$ cat src/rtl/vx_cache_req_arb.sv
// Cache request arbiter: grants one valid lane per cycle (round-robin or fixed
// priority) into a small FIFO that feeds a single downstream request port.
module vx_cache_req_arb #(
   parameter int NUM_REQS   = 4,
   parameter int DATA_WIDTH = 32,
   parameter int ADDR_WIDTH = 30,
   parameter int TAG_WIDTH  = 8,
   parameter int DATA_SIZE  = DATA_WIDTH / 8,
   parameter int BUF_DEPTH  = 2,
   parameter int RR_EN      = 1,
   localparam int LANE_BITS = (NUM_REQS > 1) ? $clog2(NUM_REQS) : 1,
   localparam int CNT_BITS  = $clog2(BUF_DEPTH + 1)
) (
   input  logic                              clk_i,
   input  logic                              rst_ni,
   input  logic [NUM_REQS-1:0]               req_valid_i,
   input  logic [NUM_REQS-1:0]               req_rw_i,
   input  logic [NUM_REQS*DATA_SIZE-1:0]     req_byteen_i,
   input  logic [NUM_REQS*ADDR_WIDTH-1:0]    req_addr_i,
   input  logic [NUM_REQS*DATA_WIDTH-1:0]    req_data_i,
   input  logic [NUM_REQS*TAG_WIDTH-1:0]     req_tag_i,
   output logic [NUM_REQS-1:0]               req_ready_o,
   output logic                              out_valid_o,
   output logic                              out_rw_o,
   output logic [DATA_SIZE-1:0]              out_byteen_o,
   output logic [ADDR_WIDTH-1:0]             out_addr_o,
   output logic [DATA_WIDTH-1:0]             out_data_o,
   output logic [TAG_WIDTH+LANE_BITS-1:0]    out_tag_o,
   input  logic                              out_ready_i,
   output logic [CNT_BITS-1:0]               count_o
);
   localparam int PTR_BITS = $clog2(BUF_DEPTH);
   localparam int OTAG_W   = TAG_WIDTH + LANE_BITS;
   localparam int ENT_W    = 1 + DATA_SIZE + ADDR_WIDTH + DATA_WIDTH + OTAG_W;

   logic [LANE_BITS-1:0] last_grant;
   logic [LANE_BITS-1:0] cand;
   logic [LANE_BITS-1:0] grant_idx;
   logic [NUM_REQS-1:0]  grant;
   logic                 found;
   logic                 full;
   logic                 push;
   logic                 pop;
   logic [PTR_BITS-1:0]  wr_ptr;
   logic [PTR_BITS-1:0]  rd_ptr;
   logic [ENT_W-1:0]     ent_p0;
   logic [ENT_W-1:0]     ent_p1;
   logic [ENT_W-1:0]     mem [BUF_DEPTH];

   // Arbitration: scan lanes starting just past the last winner (or from lane 0)
   always_comb begin
      grant     = '0;
      grant_idx = '0;
      found     = 1'b0;
      cand      = '0;
      for (int k = 0; k < NUM_REQS; k++) begin
         if (RR_EN != 0) cand = LANE_BITS'((int'(last_grant) + 1 + k) % NUM_REQS);
         else            cand = LANE_BITS'(k);
         if (!found && req_valid_i[cand]) begin
            found     = 1'b1;
            grant_idx = cand;
         end
      end
      if (found) grant[grant_idx] = 1'b1;
   end

   // A full queue blocks input regardless of a same-cycle pop
   assign full        = (count_o == CNT_BITS'(BUF_DEPTH));
   assign req_ready_o = (rst_ni && !full) ? grant : '0;
   assign push        = |req_ready_o;
   assign pop         = out_valid_o && out_ready_i;

   // Stage p0: granted lane packed into a queue entry, lane index above the tag
   assign ent_p0 = {req_rw_i[grant_idx],
                    req_byteen_i[int'(grant_idx)*DATA_SIZE +: DATA_SIZE],
                    req_addr_i[int'(grant_idx)*ADDR_WIDTH +: ADDR_WIDTH],
                    req_data_i[int'(grant_idx)*DATA_WIDTH +: DATA_WIDTH],
                    grant_idx,
                    req_tag_i[int'(grant_idx)*TAG_WIDTH +: TAG_WIDTH]};

   always_ff @(posedge clk_i) begin
      if (push) mem[wr_ptr] <= ent_p0;
   end

   always_ff @(posedge clk_i or negedge rst_ni) begin
      if (!rst_ni) begin
         wr_ptr     <= '0;
         rd_ptr     <= '0;
         count_o    <= '0;
         last_grant <= LANE_BITS'(NUM_REQS - 1);
      end else begin
         if (push) begin
            wr_ptr     <= wr_ptr + PTR_BITS'(1);
            last_grant <= grant_idx;
         end
         if (pop) rd_ptr <= rd_ptr + PTR_BITS'(1);
         case ({push, pop})
            2'b10:   count_o <= count_o + CNT_BITS'(1);
            2'b01:   count_o <= count_o - CNT_BITS'(1);
            default: ;
         endcase
      end
   end

   // Stage p1: queue head drives the downstream port
   assign ent_p1      = mem[rd_ptr];
   assign out_valid_o = (count_o != '0);
   assign {out_rw_o, out_byteen_o, out_addr_o, out_data_o, out_tag_o} = ent_p1;

endmodule
$ cat config.mk
export PLATFORM = sky130hd
export DESIGN_NAME = vx_cache_req_arb
export DESIGN_NICKNAME = d
export VERILOG_FILES = /design/src/rtl/vx_cache_req_arb.sv
export SDC_FILE = /design/constraint.sdc
export NUM_CORES = 1
export LEC_CHECK = 0
export ABC_CLOCK_PERIOD_IN_PS = 5300
export BUFFER_PORTS_ARGS = -buffer_cell sky130_fd_sc_hd__clkbuf_2
export CAP_MARGIN = 0
export CELL_PAD_IN_SITES_DETAIL_PLACEMENT = 1
export CELL_PAD_IN_SITES_GLOBAL_PLACEMENT = 2
export CORE_AREA = 2 2 173 175
export DETAILED_ROUTE_END_ITERATION = 6
export DIE_AREA = 0 0 175 177
export PLACE_DENSITY = 0.81
export REMOVE_ABC_BUFFERS = 1
export SYNTH_ARGS = -nofsm -noshare
export SYNTH_HDL_FRONTEND = slang
export SYNTH_SLANG_ARGS = --single-unit
export TNS_END_PERCENT = 20
$ cat constraint.sdc
create_clock -name clk_i -period 5.3 [get_ports clk_i]
set_clock_uncertainty 0.1 [all_clocks]
set_input_delay 1.06 -clock clk_i [delete_from_list [all_inputs] [get_ports clk_i]]
set_output_delay 1.06 -clock clk_i [all_outputs]
set_load 0.03 [all_outputs]
# After elaboration in Yosys (flattened, before gate mapping)
# Memories as Yosys holds them, arrays and structs flattened.
# Index checks and enable logic that the tools add are counted.
[word_totals]
latch_bits = 0
mem_count = 1
word_cells = 65
in_bits = 307
register_bits = 6
mem_bits_ro = 0
mem_bits_rw = 154
[classes]
magnitude_cmp = 6
bitwise_logic = 0
add_sub_neg = 8
eq_ne = 3
reduce_logical = 13
multipliers = 1
n_shift = 4
mux = 25
div_mod_pow = 0
[mem_list]
columns = ["name", "depth", "word_bits", "read_ports", "rd_ports_with_merged_regs", "wr", "line", "rtl"]
rows = [
  ["mem", 2, 77, 1, 0, 1, "48", "logic [ENT_W-1:0] mem [BUF_DEPTH];"],
]
[op_table]
columns = ["cell", "count"]
rows = [
  ["$shiftx A128 B8 Y32", 1],
  ["$shiftx A120 B8 Y30", 1],
  ["$shiftx A32 B6 Y8", 1],
  ["$shiftx A16 B5 Y4", 1],
  ["$lt A2 B3 Y1 const B", 5],
  ["$mux W1", 12],
  ["$bmux W1 S2", 5],
  ["$mux W2", 4],
  ["$mux W4", 2],
  ["$add A2 B2 Y2 const B", 3],
  ["$logic_and A1 B1 Y1", 6],
  ["$mul A2 B4 Y6 const B", 1],
  ["$add A2 B1 Y2 const B", 2],
  ["$eq A2 B2 Y1 const B", 2],
  ["$logic_not A1 Y1", 4],
  ["$pmux W2 S2", 1],
  ["$reduce_bool A2 Y1", 2],
  ["$reduce_or A4 Y1", 1],
  ["$add A1 B1 Y1 const B", 2],
  ["$demux W1 S2", 1],
  ["$eq A2 B1 Y1 const B", 1],
  ["$ge A2 B1 Y1 const B", 1],
  ["$sub A2 B1 Y2 const B", 1],
]

# Logic depth before layout (Yosys ltp)
# Gate-level depths: netlist of run 1.
[logic_depth]
depth_word = 22
mapped_depth = 9
mapped_depth_nobuf = 6

# Worst setup path before layout of run 1
# No wires, ideal clock.
[synth_timing]
path_type = "input port to flip-flop"
startpoint = "in req_valid_i[2]"
endpoint = "mem mem[0][0] (netlist name) (enable)"
setup_time_ps = 513
t_arrival_ps = 4636
n_path_buf = 1
slack_ps = 51
stages = 4
path_cell_list = "or4_1 nand3_1 buf_2 nor2_1"
[synth_via]
elab_chain_len = 21
[synth_lines]
columns = ["item", "line", "rtl"]
rows = [
  ["start: declaration", "16", "input logic [NUM_REQS-1:0] req_valid_i,"],
  ["$bmux W1 S2", "59", "if (!found && req_valid_i[cand]) begin"],
  ["$mux W1 (implied by the code)", "59", ""],
  ["$mux W1", "59", ""],
  ["$logic_not A1 Y1", "59", ""],
  ["$logic_and A1 B1 Y1", "59", ""],
  ["$mux W1", "59", ""],
  ["$logic_not A1 Y1", "59", ""],
  ["$logic_and A1 B1 Y1", "59", ""],
  ["[5 not listed]", "-", ""],
  ["$logic_and A1 B1 Y1 (implied by the code)", "64", "if (found) grant[grant_idx] = 1'b1;"],
  ["$mux W1 (implied by the code)", "64", ""],
  ["$demux W1 S2", "64", ""],
  ["$mux W4 (*)", "64", ""],
  ["$mux W4 (*)", "69", "assign req_ready_o = (rst_ni && !full) ? grant : '0;"],
  ["$reduce_or A4 Y1 (*)", "70", "assign push = |req_ready_o;"],
  ["$mux W1 (*)", "82", "if (push) mem[wr_ptr] <= ent_p0;"],
  ["$mux W1 (implied by the code) (*)", "82", ""],
  ["end: declaration", "48", ""],
]
# Every way passes the cells marked *; elsewhere a longest branch is shown, timed or not. The select of a mux whose other input is x is not followed.

# Worst setup path after layout of run 1
[layout_timing]
startpoint = "in req_valid_i[3]"
endpoint = "out req_ready_o[0]"
[layout_via]
elab_chain_len = 18
[layout_lines]
columns = ["item", "line", "rtl"]
rows = [
  ["$bmux W1 S2", "59", ""],
  ["$mux W1 (implied by the code)", "59", ""],
  ["$mux W1", "59", ""],
  ["$logic_not A1 Y1", "59", ""],
  ["$logic_and A1 B1 Y1", "59", ""],
  ["$mux W1", "59", ""],
  ["$logic_not A1 Y1", "59", ""],
  ["$logic_and A1 B1 Y1", "59", ""],
  ["[2 not listed]", "-", ""],
  ["$logic_and A1 B1 Y1", "59", ""],
  ["$mux W2", "59", ""],
  ["$lt A2 B3 Y1 (implied by the code) or $ge A2 B1 Y1 (tied branches)", "64", ""],
  ["$logic_and A1 B1 Y1 (implied by the code)", "64", ""],
  ["$mux W1 (implied by the code)", "64", ""],
  ["$demux W1 S2", "64", ""],
  ["$mux W4 (*)", "64", ""],
  ["$mux W4 (*)", "69", ""],
  ["end: declaration", "22", "output logic [NUM_REQS-1:0] req_ready_o,"],
]
# Marks and branches as above.

==> impl_metrics.ini, run 1 <==
[yosys]
ys_types = 33
syn-cell-area_sq_mm = 0.00809
synth_flop_cell = edfxtp_1
syn_area_per_cell_sq_um = 11.4
ys_seq_area_share_pct = 59.1
synth_seq_cells = 160
synth_edf_count = 154
yosysWarnings = 0
async_flop_share_pct = 3.75
syn_inst = 708

[cells_and_area]
seqCellArea_sq_mm = 0.00478
syn_to_final_growth_pct = 34.5
final_area_sq_mm = 0.0109
antennaDiodeCount = 0
multi_input_comb_area_sq_mm = 0.00302
num-fill-cells = 3402
fin_nets = 1375
fin_util_pct = 37.2
layout-drive-gt1-share_pct = 47.9

[worst_setup_path]
worstSetupStartpointType = input port
regToRegStartpoint = last_grant[0]
critPathKind = in -> out
slowest_stage = or4_1
arrival_ps = 2560
worstPathMaxFanout = 11
critPathMaxStageDelay_ps = 570
critPathLaunch = req_valid_i[3]
worst_path_most_repeated_cell = clkbuf_2
path_cells = clkbuf_2, or4_1, nand3_1, nor3_1, clkbuf_2
critical_path_buf_inv_count = 2
crit_family = simple AND/OR/NAND/NOR gates
worstPathRequired_ps = 4140
end_kind = primary output

[sta]
finalCriticalPeriod_ps = 3720
hold_violations = 0
fin_crit_sh_pct = 70.3
relSlewSlack_pct = 35.0
rsz0062_at_grt = false
worstMarginPinSlew_ps = 975
drv_slew = 0
fmax_mhz = 269
setup_violations = 0
fin_hold_ws_ps = 360
fin_ws_ps = 1580

[place]
hpwl_microns = 18000
placed_cell_area_sq_mm = 0.0103
post-place-ws_ps = 1580
portBuffers = 390
gp_congestion = 0.799

[drt]
wirelength_microns = 24900
drc = 0
ant_nets = 0
avgRoutedWirePerCell_microns = 16.9
first_pass_iters = 4
vias = 6981
drt_iter0_drc = 277
viasPerCell = 4.75

[die]
rows = 63
core_area_sq_mm = 0.0292
start_util_pct = 27.7
die_area_sq_mm = 0.0310
die_w_microns = 175
io_pins = 391
dieHeight_microns = 177

[clock_tree]
post_cts_buffers = 0
ctsResizeCount = 0
cts_hold_buffers = 0
cts.reportedPaths.clkPinSlew_ps = 70
clock_sinks = 160
root_buffer = clkbuf_16
htree_num_levels = 4
clockBufferDepth = 2
cts_buffers = 17
cts_tree = built
clock_latency_ps = 410

[pwr]
p_per_area_mw_per_mm2 = 602
peakVddDrop_mv = 0.362
finalPower_w = 0.00654
leakage_nw = 4.53

[global_route]
grt_max_degree = 153
grt_pass1_wl_microns = 37200
antenna_found_initial = 1
grt_pass1_vias = 7007
grt_overflow = 0
track_usage_pct = 15.4

[status]
status = complete, no violations

[hold_path]
hold_path_class = in -> async

[run]
cap_violations = 0
## layout make-up
class	count	share of cell area (%)
Sequential cell	160	44.0
Clock buffer	19	3.98
Clock inverter	13	0.943
Multi-Input combinational cell	486	27.8
Timing Repair Buffer	400	18.8
Tap cell	390	4.49
Inverter	2	0.115
## cell usage after synthesis, types with 3 or more instances
library cell	count	area share, %
a21oi_1	76	4.7
a32oi_1	75	8.1
buf_1	5	0.23
buf_2	37	2.3
buf_4	6	0.56
buf_6	4	0.56
clkbuf_1	8	0.37
dfrtp_1	4	1.2
edfxtp_1	154	57
mux2_2	78	11
nand2_1	228	11
nor2_1	3	0.14
xnor2_1	3	0.32
## logic make-up after synthesis
kind of cell / after synthesis / share of synthesized area (%)
buffers and inverters: 62 / 4.16
xor gates and xnor gates: 5 / 0.542
AOI/OAI and AO/OA: 156 / 13.2
and+or+nand+nor: 245 / 11.9
muxes: 79 / 11.0
adders and majority gates: 1 / 0.155
DFF: 160 / 59.1
## stage by stage
step / instances / TNS, ps
CTS: 1470 / 0
global placement: 1438 / 0
detailed placement: 1438 / 0
finish: 1470 / 0
floorplan: 648 / -413710
global route: 1470 / 0
## registers in the layout, indices dropped and copies added, names as in the netlist
name / count
count_o: 2
last_grant: 2
rd_ptr: 1
mem: 154
wr_ptr: 1
## worst register-to-register path: stages (launching register included)
cell and delay, ps:
dfstp_2 590, nand2b_1 140, or2_0 190, nand3_4 140, clkinv_4 100, buf_12 430
a21oi_1 330, a32oi_1 360
## where the power goes
| group | leakage (nW) | switching, W | internal [W] |
|---|---|---|---|
| Clock | 0.245 | 0.000520 | 0.000607 |
| Combinational | 2.80 | 0.00211 | 0.00104 |
| Sequential | 1.49 | 0.000206 | 0.00206 |
| Total | 4.53 | 0.00284 | 0.00370 |
## routing by layer
layer	part of all wire, %	wire length, microns	global-route usage [%]
met5	0.052	13	0
met3	6.2	1550	3.95
met4	1.9	468	5.21
met2	52	12900	28.0
met1	40	9930	17.6
## placed cells by master (no fill, tap or decap), types with 2 or more instances in the layout
master and count:
dfstp_2 2, mux2_2 78, dfrtp_1 3, clkbuf_1 2, xnor2_1 3, nor2_4 2, a21oi_1 76, inv_6 5
nand2_1 228, o21ai_1 2, clkbuf_2 390, clkinvlp_4 5, buf_4 9, clkbuf_16 17, edfxtp_1 154, a32oi_1 75
xor2_1 2, nor3_1 2, clkinv_4 3, nor2b_1 2, nand2b_1 2
## final timing paths
| check | to | slack [ps] | cells past startpoint |
|---|---|---|---|
| max | req_ready_o[0] | 1580 | 5 |
| min | count_o[1] | 360 | 1 |
| min in group clk_i | count_o[1] | 430 | 1 |
| max reg2reg | mem[1][63] | 2670 | 7 |
| min reg2reg | count_o[1] | 430 | 1 |
| max in group asynchronous | last_grant[0] | 4510 | 1 |
No activity file was read; power rests on OpenSTA's default activity.
==> run 2: changes to the inputs <==
Settings changed: ABC_AREA set to 1, ABC_CLOCK_PERIOD_IN_PS 5300 to 3900, CORE_AREA 2 2 173 175 to 2 2 193 195, DIE_AREA 0 0 175 177 to 0 0 195 197.
Clock period 5.3 ns to 3.9 ns, I/O delays scaled along.
==> impl_metrics.ini, run 2 <==
[yosys]
synthTopCellsByCount = 796 x nand2_1, 155 x nand3_1, 154 x edfxtp_1
ys_types = 30
synth_area_leaders = edfxtp_1 49%, nand2_1 32%, nand3_1 8.3%
ys_seq_area_share_pct = 51.0
syn_area_per_cell_sq_um = 7.50
syn_inst = 1248
synth_edf_count = 154
synth_flop_cell = edfxtp_1
yosys.area.top_type = edfxtp_1
synth_seq_cells = 160
yosys.area.top_type_share_pct = 49.4
yosysMostFrequentCell = nand2_1
async_flop_share_pct = 3.75
yosysWarnings = 0
syn-cell-area_sq_mm = 0.00936

[clock_tree]
clockBufferDepth = 2
cts.reportedPaths.clkPinSlew_ps = 70
clock_sinks = 160
cts_hold_buffers = 0
ctsResizeCount = 0
root_buffer = clkbuf_16
clock_latency_ps = 420
cts_buffers = 17
post_cts_buffers = 0
htree_num_levels = 4
cts_tree = built

[worst_setup_path]
critPathKind = reg -> out
arrival_ps = 2740
reg2regPathDepth = 13
end_kind = primary output
worstPathRequired_ps = 3020
worstSetupStartpointType = flop
worstPathMaxFanout = 13

[die]
die_w_microns = 195
rows = 70
start_util_pct = 25.8
dieHeight_microns = 197
io_pins = 391
core_area_sq_mm = 0.0363
die_area_sq_mm = 0.0384

[cells_and_area]
fin_nets = 1895
syn_to_final_growth_pct = 30.6
mostFrequentLayoutCell = nand2_1
num-fill-cells = 4604
largest_register_ffs = 154
top_register = mem
antennaDiodeCount = 0
layout-drive-gt1-share_pct = 28.9
reg_top3 = mem x154, count_o x2, last_grant x2
layout_common_cells = 796 x nand2_1, 390 x clkbuf_2, 155 x nand3_1

[pwr]
leakage_nw = 6.41
seq_power_share_pct = 26.7
power_frac_comb_pct = 61.0
finalPower_w = 0.0142
clockPowerShare_pct = 12.3
internal_power_w = 0.00680
swShare_pct = 52.1
p_per_area_mw_per_mm2 = 1160
p_switching_w = 0.00739
peakVddDrop_mv = 0.889

[status]
status = complete, no violations

[sta]
fin_crit_sh_pct = 92.9
relSlewSlack_pct = 44.0
fmax_mhz = 276
worstMarginPinSlew_ps = 840
fin_hold_ws_ps = 87.0
setup_violations = 0
rsz0062_at_grt = false
hold_violations = 0
drv_slew = 0
finalCriticalPeriod_ps = 3620

[global_route]
grt_overflow = 0
grt_pass1_wl_microns = 51200
grt_max_degree = 154
antenna_found_initial = 0
grt_pass1_vias = 9569
track_usage_pct = 16.8

[drt]
first_pass_iters = 4
ant_nets = 0
wirelength_microns = 32500
avgRoutedWirePerCell_microns = 15.7
viasPerCell = 4.48
vias = 9255
drc = 0
drt_iter0_drc = 261

[run]
cap_violations = 0

[place]
portBuffers = 390
hpwl_microns = 23000
gp_congestion = 0.742

[hold_path]
hold_path_class = in -> async
## run 2: cell count changes after synthesis, sizes merged, moves of 6 or more
cell    delta
a21oi     -75
a32oi     -75
buf       +11
clkbuf    +13
inv       +14
mux2      -78
nand2    +576
nand3    +155
nor2       +6
## run 2: per-layer routing
| metal | vias up | part of all wire, % | global-route usage, % |
|---|---|---|---|
| met1 | 4319 | 42 | 19.8 |
| met4 | 0 | 1.3 | 4.04 |
| met5 | - | 0 | 0 |
| met2 | 224 | 52 | 30.9 |
| li1 | 4682 | - | - |
| met3 | 30 | 5.1 | 3.85 |
## run 2: cell type report
class	instances	area, sq um	share of cell area, %
sequential	160	4780	39.1
multi-input combinational	988	4060	33.2
clock buffer	18	429	3.51
timing repair buffer	404	2130	17.4
tap	468	586	4.79
inverter	16	62.6	0.512
clock inverter	14	178	1.45
## run 2: power by group through the flow
stage          clock (W)  sequential, W  combinational (W)
2_1_floorplan          0        0.00383            0.00585
3_3_place_gp           0        0.00378            0.00874
3_5_place_dp           0        0.00383            0.00893
6_report         0.00175        0.00378            0.00866
4_1_cts          0.00181        0.00380            0.00896
5_1_grt          0.00188        0.00387            0.00982
## run 2: worst paths after layout
path | startpoint | endpoint | slack, ps
setup / recovery | last_grant[0] | req_ready_o[2] | 280
min in group clk_i | count_o[0] | count_o[0] | 460
hold / removal | rst_ni | count_o[1] | 90
setup reg to reg | last_grant[0] | mem[1][43] | 820
hold reg to reg | count_o[0] | count_o[0] | 460
max in group asynchronous | rst_ni | last_grant[0] | 3370
## run 2: stage by stage
step | area, sq um | utilization (%) | setup TNS, ps | instances | worst slack, ps
final | 12200 | 33.7 | 0 | 2068 | 276
after global routing | 12200 | 33.7 | 0 | 2068 | 73.6
after CTS | 12200 | 33.7 | 0 | 2068 | 219
after detailed placement | 11600 | 32.0 | 0 | 2036 | 697
after global placement | 11600 | 32.0 | 0 | 2036 | 826
after floorplan | 8860 | - | -591880 | 1164 | -3190
## run 2: worst max-delay path: stages, from the launching register on
cell      delay, ps
dfstp_2         730
inv_2           190
nand2_1         110
nand2_2          80
nand2_1          90
nand2_1         110
nor2_2          170
nand4_1         120
nand2_1         390
nor3_1          120
clkbuf_2        200
## run 2: kinds of logic after synthesis
logic type	synth area share (%)
AO/OA/AOI/OAI	0.428
flip-flops	51.0
AND/OR/NAND/NOR	42.1
adder cells (fa/ha/maj)	0.134
buffers and inverters	5.99
XOR/XNOR	0.281
